### src/rtl/fizzbuzz_pkg.sv
// Shared types and elaboration-time helpers for the fizz/buzz stream checker.
package fizzbuzz_pkg;

    typedef enum logic [1:0] {
        HUNT    = 2'd0,
        CONFIRM = 2'd1,
        LOCKED  = 2'd2
    } fb_state_e;

    function automatic int unsigned gcd(input int unsigned a, input int unsigned b);
        int unsigned x;
        int unsigned y;
        int unsigned t;
        x = a;
        y = b;
        while (y != 0) begin
            t = x % y;
            x = y;
            y = t;
        end
        return x;
    endfunction

    function automatic int unsigned lcm(input int unsigned a, input int unsigned b);
        return (a / gcd(a, b)) * b;
    endfunction

    // Beats from the last fizzbuzz before the wrap to position 0.
    function automatic int unsigned wrap_gap(input int unsigned fizz_p,
                                             input int unsigned buzz_p,
                                             input int unsigned max_cycles);
        int unsigned l;
        l = lcm(fizz_p, buzz_p);
        return max_cycles - l * ((max_cycles - 1) / l);
    endfunction

endpackage

### src/rtl/fizzbuzz_expect.sv
// Expected-sequence generator: position plus fizz/buzz phase counters.
module fizzbuzz_expect
    import fizzbuzz_pkg::*;
#(
    parameter int unsigned FIZZ       = 3,
    parameter int unsigned BUZZ       = 5,
    parameter int unsigned MAX_CYCLES = 100
) (
    input  logic                          clk,
    input  logic                          resetn,
    input  logic                          load,
    input  logic                          advance,
    input  logic                          wrap_en,
    output logic                          exp_fizz,
    output logic                          exp_buzz,
    output logic                          exp_fizzbuzz,
    output logic [$clog2(MAX_CYCLES)-1:0] position
);

    localparam int unsigned PW = $clog2(MAX_CYCLES);
    localparam int unsigned FW = $clog2(FIZZ);
    localparam int unsigned BW = $clog2(BUZZ);

    // Registers hold the phase of the last accepted beat; the *_nxt values
    // describe the beat currently on the bus.
    logic [PW-1:0] pos;
    logic [PW-1:0] pos_nxt;
    logic [FW-1:0] fph;
    logic [FW-1:0] fph_nxt;
    logic [BW-1:0] bph;
    logic [BW-1:0] bph_nxt;
    logic          pos_wrap;

    always_comb begin
        pos_wrap = (pos == PW'(MAX_CYCLES - 1));
        pos_nxt  = pos_wrap ? '0 : pos + PW'(1);
        fph_nxt  = (fph == FW'(FIZZ - 1)) ? '0 : fph + FW'(1);
        bph_nxt  = (bph == BW'(BUZZ - 1)) ? '0 : bph + BW'(1);
        if (wrap_en && pos_wrap) begin
            fph_nxt = '0;
            bph_nxt = '0;
        end
    end

    always_ff @(posedge clk) begin
        if (!resetn || load) begin
            pos <= '0;
            fph <= '0;
            bph <= '0;
        end else if (advance) begin
            pos <= pos_nxt;
            fph <= fph_nxt;
            bph <= bph_nxt;
        end
    end

    assign exp_fizz     = (fph_nxt == '0);
    assign exp_buzz     = (bph_nxt == '0);
    assign exp_fizzbuzz = exp_fizz & exp_buzz;
    assign position     = pos;

endmodule

### config.mk
export PLATFORM = sky130hd
export DESIGN_NAME = fizzbuzz_expect
export DESIGN_NICKNAME = d
export VERILOG_FILES = /design/src/rtl/fizzbuzz_pkg.sv /design/src/rtl/fizzbuzz_expect.sv
export SDC_FILE = /design/constraint.sdc
export NUM_CORES = 1
export LEC_CHECK = 0
export BUFFER_PORTS_ARGS = -buffer_cell sky130_fd_sc_hd__buf_2
export CORE_UTILIZATION = 48
export CTS_BUF_LIST = sky130_fd_sc_hd__clkbuf_4 sky130_fd_sc_hd__clkbuf_8
export DETAILED_ROUTE_END_ITERATION = 12
export GPL_ROUTABILITY_DRIVEN = 0
export PLACE_DENSITY = 0.73
export REMOVE_ABC_BUFFERS = 1
export SLEW_MARGIN = 0
export SYNTH_ARGS = -nofsm -noshare
export SYNTH_HDL_FRONTEND = slang
export SYNTH_SLANG_ARGS = --single-unit
export TNS_END_PERCENT = 50
### constraint.sdc
create_clock -name clk -period 1.8 [get_ports clk]
set_input_delay 0.18 -clock clk [delete_from_list [all_inputs] [get_ports clk]]
set_output_delay 0.18 -clock clk [all_outputs]
set_load 0.01 [all_outputs]
# Word-level counts from Yosys, hierarchy flattened

Cells that the tools add are included.

Flip-flop bits (word level): 12
Logic and storage cells: 20
Bits of input ports: 5
Memories: 0
Latch bits: 0
Output and inout bits: 10
Bits in writable memories: 0
Bits in read-only memories: 0

Reduce and logical (&&, ||, !) cells: 5
Multipliers: 0
Equality and inequality tests: 3
Shifts and indexed selects: 0
Add/sub/neg operators: 3
Divide/modulo/power cells: 0
Muxes and demuxes: 5
Magnitude comparators: 0
Bitwise gates (word level): 1

Operator list:

| cell                | count |
|---|---|
| $add 7x1->7 const B | 1 |
| $eq 7x7->1 const B  | 1 |
| $mux 7              | 1 |
| $mux 3              | 2 |
| $mux 2              | 2 |
| $add 3x1->3 const B | 1 |
| $eq 3x3->1 const B  | 1 |
| $logic_not 3->1     | 1 |
| $add 2x1->2 const B | 1 |
| $eq 2x2->1 const B  | 1 |
| $logic_not 2->1     | 1 |
| $and 1x1->1         | 1 |
| $logic_and 1x1->1   | 1 |
| $logic_not 1->1     | 1 |
| $logic_or 1x1->1    | 1 |

# Longest topological paths before layout

Gate-level depths: netlist of run 1.

Depth after elaboration: 5
Gate-level depth with buffers: 6
Mapped depth without buffers: 6

# Least setup slack after synthesis of run 1

OpenSTA, ideal clock, no wires.

Kind: reg2reg
Start: register pos[0], in the netlist position[0]
End: register pos[6], in the netlist position[6]
Data arrival time: 1.233 ns
Cell stages (with the launch flop): 5
Library setup time: 0.074 ns
Period minus slack after synthesis: 1.307 ns
Path slack: 0.493 ns
Path through: dfxtp_1 > ha_1 > nand2_1 > or3_1 > a31oi_1

Cells in the longest elaborated chain, start to end: 2

Ends and longest elaborated chain:

| what                                      | RTL line                                     | source |
|---|---|---|
| start: declaration                        | fizzbuzz_expect.sv:26                        | `logic [PW-1:0] pos;` |
| start signal: assignment                  | fizzbuzz_expect.sv:51                        | `pos <= pos_nxt;` |
| $add 7x1->7 or $eq 7x7->1 (tied branches) | fizzbuzz_expect.sv:36, fizzbuzz_expect.sv:35 |  |
| $mux 7 *                                  | fizzbuzz_expect.sv:36                        | `pos_nxt = pos_wrap ? '0 : pos + PW'(1);` |

Mark *: on every way between the ends. The rest lies on a longest branch, timed or not.
A chain may end at the register's enable or synchronous reset.

# Worst setup path after layout of run 1

Start: register bph[0]
End: output exp_buzz

Cells in the longest elaborated chain, start to end: 4

Ends and longest elaborated chain:

| what                                      | RTL line              | source |
|---|---|---|
| start: declaration                        | fizzbuzz_expect.sv:30 | `logic [BW-1:0] bph;` |
| start signal: assignment                  | fizzbuzz_expect.sv:53 | `bph <= bph_nxt;` |
| $add 3x1->3 or $eq 3x3->1 (tied branches) | fizzbuzz_expect.sv:38 | `bph_nxt = (bph == BW'(BUZZ - 1)) ? '0 : bph + BW'(1);` |
| $mux 3 *                                  | fizzbuzz_expect.sv:38 |  |
| $mux 3 *                                  | fizzbuzz_expect.sv:39 | `if (wrap_en && pos_wrap) begin` |
| $logic_not 3->1 *                         | fizzbuzz_expect.sv:58 | `assign exp_buzz = (bph_nxt == '0);` |
| end: declaration                          | fizzbuzz_expect.sv:15 | `output logic exp_buzz,` |

Marked as above.

==> results.sh, run 1 <==
export IMPL_outcome="completed"
export IMPL_cp_arrival_ps=1520
export IMPL_htreeDepth=1
export IMPL_required_ps=1620
export IMPL_cellLeakagePower_nw=0.3237
export IMPL_rsz0062_at_grt="false"
export IMPL_antenna_left=0
export IMPL_use_met2_pct=33.90
export IMPL_ys_warn_count=0
export IMPL_viasPerCell=5.524
export IMPL_first_iter_violations=6
export IMPL_synth_top_area_share_pct=38.40
export IMPL_clkSinkCount=12
export IMPL_root_buffer="clkbuf_4"
export IMPL_initial_core_util_pct=54.11
export IMPL_ys_seq_area_share_pct=38.40
export IMPL_firstDrtPassIters=4
export IMPL_drc=0
export IMPL_grt_pass1_wl_um=2194
export IMPL_worst_setup_path_type="reg -> out"
export IMPL_grt_usage_pct=22.22
export IMPL_grtUsageMet1_pct=29.26
export IMPL_fin_cells=105
export IMPL_start_kind="flip-flop"
export IMPL_yosysTopAreaCell="dfxtp_1"
export IMPL_synthMuxAreaShare_pct=5.000
export IMPL_antennaDiodeCount=0
export IMPL_hp_class="in -> reg"
export IMPL_boundaryPins=15
export IMPL_endpoint_kind="output pin"
export IMPL_synth_seq_cells=12
export IMPL_ir_drop_uv=445.6
export IMPL_core_mm2=0.001156
export IMPL_synth_cell_types=27
export IMPL_tns_ps=0
export IMPL_insertion_delay_ps=270
export IMPL_dpl_hpwl_um=936.2
export IMPL_synthSimpleGateAreaFrac_pct=30.00
export IMPL_cts_tree="yes"
export IMPL_avgSynthCellArea_um2=8.341
export IMPL_cts_buffer_depth=2
export IMPL_area_delta_synth_final_pct=18.60
export IMPL_synth_top_family_by_area="simple AND/OR/NAND/NOR gates"
export IMPL_synthesis_instances=75
export IMPL_hold_viol=0
export IMPL_max_slew_margin_pct=73.92
export IMPL_critPathMaxFanout=5
export IMPL_dieWidth_um=38.10
export IMPL_nNetsFinal=100
export IMPL_grt_ovfl_total=0
export IMPL_finalWirelength_um=1286
export IMPL_fmax_mhz=589.2
export IMPL_post_route_period_util_pct=94.29
export IMPL_crit_buf_inv=2
export IMPL_rows=12
export IMPL_setup_viol=0
export IMPL_grt_busiest_layer="met2"
export IMPL_hold_path_depth=4
export IMPL_synth_area_leaders="dfxtp_1, ha_1, nand2b_1"
export IMPL_dieArea_mm2=0.001452
export IMPL_slowest_delay_ps=370
export IMPL_cts_buffers=3
export IMPL_grt_met3_usage_pct=5.233
export IMPL_cp_top_family="compound AO/OA/AOI/OAI gates"
export IMPL_skew_ps=3.357
export IMPL_slew_violations=0
export IMPL_ff2ff_path_depth=4
export IMPL_syn_area_um2=625.6
export IMPL_final_area_um2=742.0
export IMPL_synth_xor_area_share_pct=4.200
export IMPL_die_y_um=38.10
export IMPL_hold_buffers=0
export IMPL_p_per_area_mw_per_mm2=711.3
export IMPL_cap_violations=0
export IMPL_vias=580
export IMPL_synthAdderAreaFrac_pct=6.000
export IMPL_placed_cells=101
export IMPL_tightest_slew_ps=391.2
export IMPL_portBuffers=14
export IMPL_clk_pin_slew_ps=80
export IMPL_grt_pass1_vias=497
export IMPL_drive_above_1_share_pct=24.18
export IMPL_synth_compound_area_share_pct=13.20
export IMPL_grt_max_degree=16
export IMPL_wire_per_inst_um=12.25
export IMPL_worst_path_stages=6
export IMPL_crit_slowest_cell="dfxtp_2"
export IMPL_post_dp_cell_area_um2=704.4
export IMPL_period_minus_slack_ps=1697
export IMPL_path_cells="inv_1 -> ha_1 -> a21o_1 -> a21oi_1 -> o21ai_0 -> buf_2"
export IMPL_antenna_found_initial=0
[final timing paths]
| path | from | to | slack, ps |
|---|---|---|---|
| min reg2reg | bph[1]$_SDFFE_PP0P_ | bph[1]$_SDFFE_PP0P_ | 500 |
| max | bph[0]$_SDFFE_PP0P_ | exp_buzz | 100 |
| min | load | fph[0]$_SDFFE_PP0P_ | 240 |
| max reg2reg | position[0]$_SDFFE_PP0P_ | position[6]$_SDFFE_PP0P_ | 410 |
[registers in the layout (all words and copies together) (netlist names)]
signal,cells
position,7
fph,2
bph,3
[synthesized netlist by cell type]
cell type,count
dfxtp_1,12
nor2_1,8
nand2_1,7
a21oi_1,6
nand2b_1,5
nand3_1,5
ha_1,3
inv_1,3
nand4_1,3
a31oi_1,2
mux2i_1,2
nor2b_1,2
o21ai_0,2
xor2_1,2
a21o_1,1
buf_2,1
clkbuf_1,1
mux2_2,1
nand3b_1,1
nand4_2,1
nor3_1,1
nor3b_2,1
o22ai_1,1
o31ai_1,1
o32ai_1,1
or3_1,1
xnor2_1,1
[per-layer routing]
metal  up-vias  part of all wire [%]
li1        298                     -
met1       269                    48
met2        11                    49
met3         2                   3.6
met4         0                  0.31
met5         -                     0
[cell families after synthesis]
group	after synthesis
simple gates	35
mux	3
xor+xnor	3
buf+inv	5
fa+ha+maj	3
flops	12
compound gates	14
[per-stage QoR]
stage                     setup slack, ps  power [mW]  hold WS [ps]  utilization, %
after floorplan                     491.5      0.3023         301.1               -
after global placement              437.9      0.3172         479.5           60.93
after detailed placement            351.4      0.3189         489.6           60.93
after CTS                           37.78      0.5322         231.7           64.07
after global routing                10.25      0.5488         273.6           64.18
final                               102.7      0.5278         240.0           64.18
[what timing repair did]
action / 4_1_cts / 5_1_grt
buffers inserted: 0 / 0
endpoints found under the setup margin: 0 / 2
gates resized for setup: 0 / 1
[power breakdown]
| group | internal, mW | leakage [nW] | total [mW] | switching (mW) |
|---|---|---|---|---|
| clock network | 0.123 | 0.0210 | 0.215 | 0.0920 |
| registers | 0.270 | 0.0976 | 0.274 | 0.00400 |
| logic | 0.0170 | 0.205 | 0.0392 | 0.0221 |
| total | 0.410 | 0.324 | 0.528 | 0.118 |
[worst reg2reg max path, cell delays in order (launching register included)]
cell,delay (ps)
dfxtp_1,400
ha_1,250
nand2_1,140
or3_1,370
a31oi_1,160
[final cells by class]
type	count	area, um2
Timing Repair Buffer	14	70.07
Inverter	3	11.26
Multi-Input combinational cell	58	365.4
Sequential cell	12	241.5
Fill cell	109	414.1
Clock buffer	4	36.28
Tap cell	14	17.52
[cell usage in the layout (no fill, tap or decap), drive strengths merged]
cell	Yosys	final
o32ai	1	1
buf	1	14
inv	3	3
o31ai	1	1
nand3	5	5
nand3b	1	1
a21oi	6	6
nand2	7	7
dfxtp	12	12
nor2	8	8
mux2	1	1
ha	3	3
o21ai	2	2
mux2i	2	2
nor3b	1	1
nor3	1	1
or3	1	1
nand2b	5	5
a21o	1	1
xnor2	1	1
a31oi	2	2
xor2	2	2
nor2b	2	2
o22ai	1	1
nand4	4	4
clkbuf	1	4
Note: power is estimated with default switching activity, not from simulation.
==> run 2: changes to the inputs <==
Settings changed: REMOVE_ABC_BUFFERS 1 to unset.
==> run 2 against run 1 <==
Sequential power about the same. Clock-buffer cell count unchanged. Clock power about the same. Power increased by 0.70%. Largest cell class unchanged.
==> results.sh, run 2 (synthesized netlist as in run 1, its figures left out) <==
export IMPL_cts_tree="yes"
export IMPL_hp_class="in -> reg"
export IMPL_switching_share_pct=22.84
export IMPL_fmax_mhz=589.3
export IMPL_drc=0
export IMPL_antennaDiodeCount=0
export IMPL_setup_viol=0
export IMPL_cts_setup_buffers=0
export IMPL_multi_input_area_um2=365.4
export IMPL_finalWirelength_um=1249
export IMPL_first_iter_violations=13
export IMPL_clkSinkCount=12
export IMPL_outcome="completed"
export IMPL_final_common_cell="buf_2"
export IMPL_root_buffer="clkbuf_4"
export IMPL_cts_buffer_depth=2
export IMPL_htreeDepth=1
export IMPL_antenna_left=0
export IMPL_p_per_area_mw_per_mm2=716.3
export IMPL_crit_slowest_cell="dfxtp_2"
export IMPL_slew_violations=0
export IMPL_p_int_mw=0.4101
export IMPL_cts_buffers=3
export IMPL_cp_arrival_ps=1520
export IMPL_grt_pass1_vias=475
export IMPL_hold_buffers=0
export IMPL_hold_viol=0
export IMPL_rsz0062_at_grt="false"
export IMPL_clk_pin_slew_ps=80
export IMPL_max_slew_margin_pct=74.06
export IMPL_fillers=113
export IMPL_skew_ps=12.35
export IMPL_tightest_slew_ps=389.1
export IMPL_cellLeakagePower_nw=0.3237
export IMPL_regArea_um2=241.5
export IMPL_endpoint_kind="output pin"
export IMPL_p_sw_mw=0.1214
export IMPL_cap_violations=0
export IMPL_dpl_hpwl_um=889.2
export IMPL_power_frac_comb_pct=7.3
export IMPL_initial_core_util_pct=54.11
export IMPL_insertion_delay_ps=280
export IMPL_p_seq_share_pct=51.6
export IMPL_slowest_delay_ps=370
export IMPL_core_mm2=0.001156
export IMPL_grt_usage_pct=19.88
export IMPL_power_share_clock_pct=41.1
export IMPL_die_y_um=38.10
export IMPL_viasPerCell=5.457
export IMPL_start_kind="flip-flop"
export IMPL_portBuffers=14
export IMPL_fin_ws_ps=103.1
export IMPL_synth_nets=83
export IMPL_rows=12
export IMPL_boundaryPins=15
export IMPL_dieWidth_um=38.10
export IMPL_crit_buf_inv=2
export IMPL_path_cells="inv_1 -> ha_1 -> a21o_1 -> a21oi_1 -> o21ai_0 -> buf_2"
export IMPL_grt_ovfl_total=0
export IMPL_wire_per_inst_um=11.90
export IMPL_largest_reg_flops=7
export IMPL_pre_cts_ws_ps=356.1
export IMPL_drive_above_1_share_pct=24.18
export IMPL_placed_cells=101
export IMPL_worst_setup_path_type="reg -> out"
export IMPL_grt_max_degree=16
export IMPL_fin_util_pct=64.18
export IMPL_fin_cells=105
export IMPL_antenna_found_initial=0
export IMPL_mostFrequentLayoutCells="buf_2, dfxtp_1, nor2_1"
export IMPL_grt_pass1_wl_um=1932
export IMPL_required_ps=1620
export IMPL_vias=573
export IMPL_critPathMaxFanout=5
export IMPL_ir_drop_uv=509.4
export IMPL_dieArea_mm2=0.001452
export IMPL_area_delta_synth_final_pct=18.60
export IMPL_tns_ps=0
export IMPL_period_minus_slack_ps=1697
export IMPL_firstDrtPassIters=4
export IMPL_cp_top_family="compound AO/OA/AOI/OAI gates"
export IMPL_nNetsFinal=100
export IMPL_post_route_period_util_pct=94.27
run 2: layout make-up:
class | count | area share, %
multi-input combinational | 58 | 49.24
tap | 14 | 2.361
inverter | 3 | 1.518
clock buffer | 4 | 4.890
timing repair buffer | 14 | 9.444
sequential | 12 | 32.55
run 2: worst paths after layout:
check | slack, ps | cells after the start | start | to
setup / recovery | 100 | 6 | bph[0]$_SDFFE_PP0P_ | exp_buzz
hold / removal | 240 | 4 | load | fph[1]$_SDFFE_PP0P_
setup reg to reg | 390 | 4 | position[0]$_SDFFE_PP0P_ | position[6]$_SDFFE_PP0P_
hold reg to reg | 500 | 2 | bph[1]$_SDFFE_PP0P_ | bph[1]$_SDFFE_PP0P_
run 2: what timing repair did:
item,CTS,global route
gates resized for setup,0,1
endpoints found under the hold margin,0,0
endpoints found under the setup margin,0,2
run 2: layer usage:
metal  share of wire, %  GRT usage (%)  vias up
met3                5.7          10.47        2
met1                 47          22.91      262
met4               0.72          5.357        0
met2                 46          31.78       14
met5                  0              0        -
li1                   -              -      295
run 2: stage by stage:
step / hold WS (ps) / power (mW) / cell area (um2)
5_1_grt: 251.8 / 0.5472 / 742.0
3_3_place_gp: 482.5 / 0.3175 / 704.4
3_5_place_dp: 491.9 / 0.3189 / 704.4
6_report: 239.2 / 0.5314 / 742.0
2_1_floorplan: 357.4 / 0.3061 / 625.6
4_1_cts: 241.8 / 0.5331 / 740.7
run 2: worst reg2reg max path: stages, from the launching register on:
cell,delay (ps)
dfxtp_1,410
ha_1,260
nand2_1,140
or3_1,370
a31oi_1,160
run 2: power groups by stage:
| stage | clock (mW) | sequential (mW) | combinational [mW] |
|---|---|---|---|
| final | 0.218 | 0.274 | 0.0389 |
| after global routing | 0.229 | 0.275 | 0.0436 |
| after CTS | 0.220 | 0.274 | 0.0391 |
| after detailed placement | 0 | 0.280 | 0.0389 |
| after global placement | 0 | 0.280 | 0.0378 |
| after floorplan | 0 | 0.280 | 0.0262 |
==> run 3: changes to the inputs <==
Settings changed: RECOVER_POWER set to 100.
==> run 3 against run 2 <==
Die area is the same. Final cell count unchanged. Power down 0.19%. First-iteration DRC count up 7.7%. Sequential share of layout area up 0.50 points. Clock skew is 1.4 ps higher. Critical endpoint unchanged. Highest routed layer unchanged.
==> results.sh, run 3 (synthesized netlist as in run 1, its figures left out) <==
export IMPL_grt_pass1_wl_um=1932
export IMPL_firstDrtPassIters=4
export IMPL_tns_ps=0
export IMPL_grt_pass1_vias=475
export IMPL_fin_cells=105
export IMPL_die_y_um=38.10
export IMPL_root_buffer="clkbuf_4"
export IMPL_rows=12
export IMPL_r2r_start="position[0]$_SDFFE_PP0P_"
export IMPL_ff2ff_path_depth=4
export IMPL_cap_violations=0
export IMPL_cts_buffer_depth=2
export IMPL_tightest_slew_ps=384.3
export IMPL_antennaDiodeCount=0
export IMPL_antenna_found_initial=0
export IMPL_synth_nets=83
export IMPL_skew_ps=13.72
export IMPL_final_common_cell="dfxtp_1"
export IMPL_hold_viol=0
export IMPL_area_delta_synth_final_pct=16.80
export IMPL_period_minus_slack_ps=1697
export IMPL_mostFrequentLayoutCells="dfxtp_1, clkbuf_1, nor2_1"
export IMPL_dpl_hpwl_um=889.2
export IMPL_initial_core_util_pct=54.11
export IMPL_required_ps=1620
export IMPL_drive_above_1_share_pct=14.29
export IMPL_cp_arrival_ps=1520
export IMPL_ctsResizeCount=0
export IMPL_grt_ovfl_total=0
export IMPL_wire_per_inst_um=11.65
export IMPL_multi_input_area_um2=365.4
export IMPL_crit_start="bph[0]$_SDFFE_PP0P_"
export IMPL_dieWidth_um=38.10
export IMPL_insertion_delay_ps=290
export IMPL_fillers=118
export IMPL_cts_setup_buffers=0
export IMPL_power_mw=0.5304
export IMPL_power_frac_comb_pct=7.2
export IMPL_start_kind="flip-flop"
export IMPL_setup_viol=0
export IMPL_drc=0
export IMPL_portBuffers=14
export IMPL_cellLeakagePower_nw=0.2844
export IMPL_vias=586
export IMPL_first_iter_violations=14
export IMPL_slew_violations=0
export IMPL_nNetsFinal=100
export IMPL_viasPerCell=5.581
export IMPL_fmax_mhz=589.3
export IMPL_hold_buffers=0
export IMPL_outcome="completed"
export IMPL_regArea_um2=241.5
export IMPL_placed_cells=101
export IMPL_power_share_clock_pct=41.1
export IMPL_cts_tree="yes"
export IMPL_fin_util_pct=63.20
export IMPL_p_per_area_mw_per_mm2=725.9
export IMPL_switching_share_pct=22.77
export IMPL_rsz0062_at_grt="false"
export IMPL_cts_buffers=3
export IMPL_clk_pin_slew_ps=80
export IMPL_clkSinkCount=12
export IMPL_hold_start="load"
export IMPL_boundaryPins=15
export IMPL_grt_max_degree=16
export IMPL_hold_path_depth=4
export IMPL_p_int_mw=0.4096
export IMPL_htreeDepth=1
export IMPL_largest_reg_flops=7
export IMPL_max_slew_margin_pct=74.38
export IMPL_core_mm2=0.001156
export IMPL_critPathMaxFanout=5
export IMPL_hp_class="in -> reg"
export IMPL_endpoint_kind="output pin"
export IMPL_dieArea_mm2=0.001452
export IMPL_antenna_left=0
export IMPL_p_seq_share_pct=51.7
export IMPL_post_route_period_util_pct=94.27
export IMPL_finalWirelength_um=1223
export IMPL_grt_usage_pct=19.88
export IMPL_ir_drop_uv=502.3
export IMPL_p_sw_mw=0.1208
export IMPL_worst_setup_path_type="reg -> out"
[run 3: cell types whose count changed in the layout (fill, tap and decap cells not counted)]
cell,previous run,this run
clkbuf_1,0,9
buf_2,14,5
[run 3: worst max-delay path: stages, from the launching register on]
cell and delay (ps):
dfxtp_2 370, inv_1 70, ha_1 220, a21o_1 160
a21oi_1 180, o21ai_0 90, buf_2 140
[run 3: cell type report]
class	count	area share, %
well taps	14	2.397
flip-flops and latches	12	33.05
repair buffers	14	8.048
inverters	3	1.541
multi-input cells	58	50.00
clock buffers	4	4.966
[run 3: per-stage QoR]
stage,instance area [um2],hold WS (ps),setup slack (ps)
after floorplan,625.6,357.4,492.7
after global placement,704.4,482.5,429.0
after detailed placement,704.4,491.9,356.1
after CTS,740.7,241.8,38.10
after global routing,730.7,251.8,16.62
final,730.7,238.3,103.2
[run 3: worst paths after layout]
kind              slack, ps                  endpoint
hold reg to reg         500       fph[1]$_SDFFE_PP0P_
hold / removal          240       fph[1]$_SDFFE_PP0P_
setup / recovery        100                  exp_buzz
setup reg to reg        390  position[6]$_SDFFE_PP0P_
[run 3: metal layers]
layer  wire length (um)  share of wire [%]  global-route usage (%)  vias to the layer above
li1                   -                  -                       -                      296
met1                587                 48                   22.91                      268
met2                550                 45                   31.78                       18
met3                 70                5.7                   10.47                        4
met4                 15                1.2                   5.357                        0
met5                  0                  0                       0                        -
[run 3: power groups by stage]
stage	combinational (mW)	clock, mW	sequential, mW
after detailed placement	0.0389	0	0.280
final	0.0383	0.218	0.274
after floorplan	0.0262	0	0.280
after global routing	0.0432	0.229	0.275
after CTS	0.0391	0.220	0.274
after global placement	0.0378	0	0.280
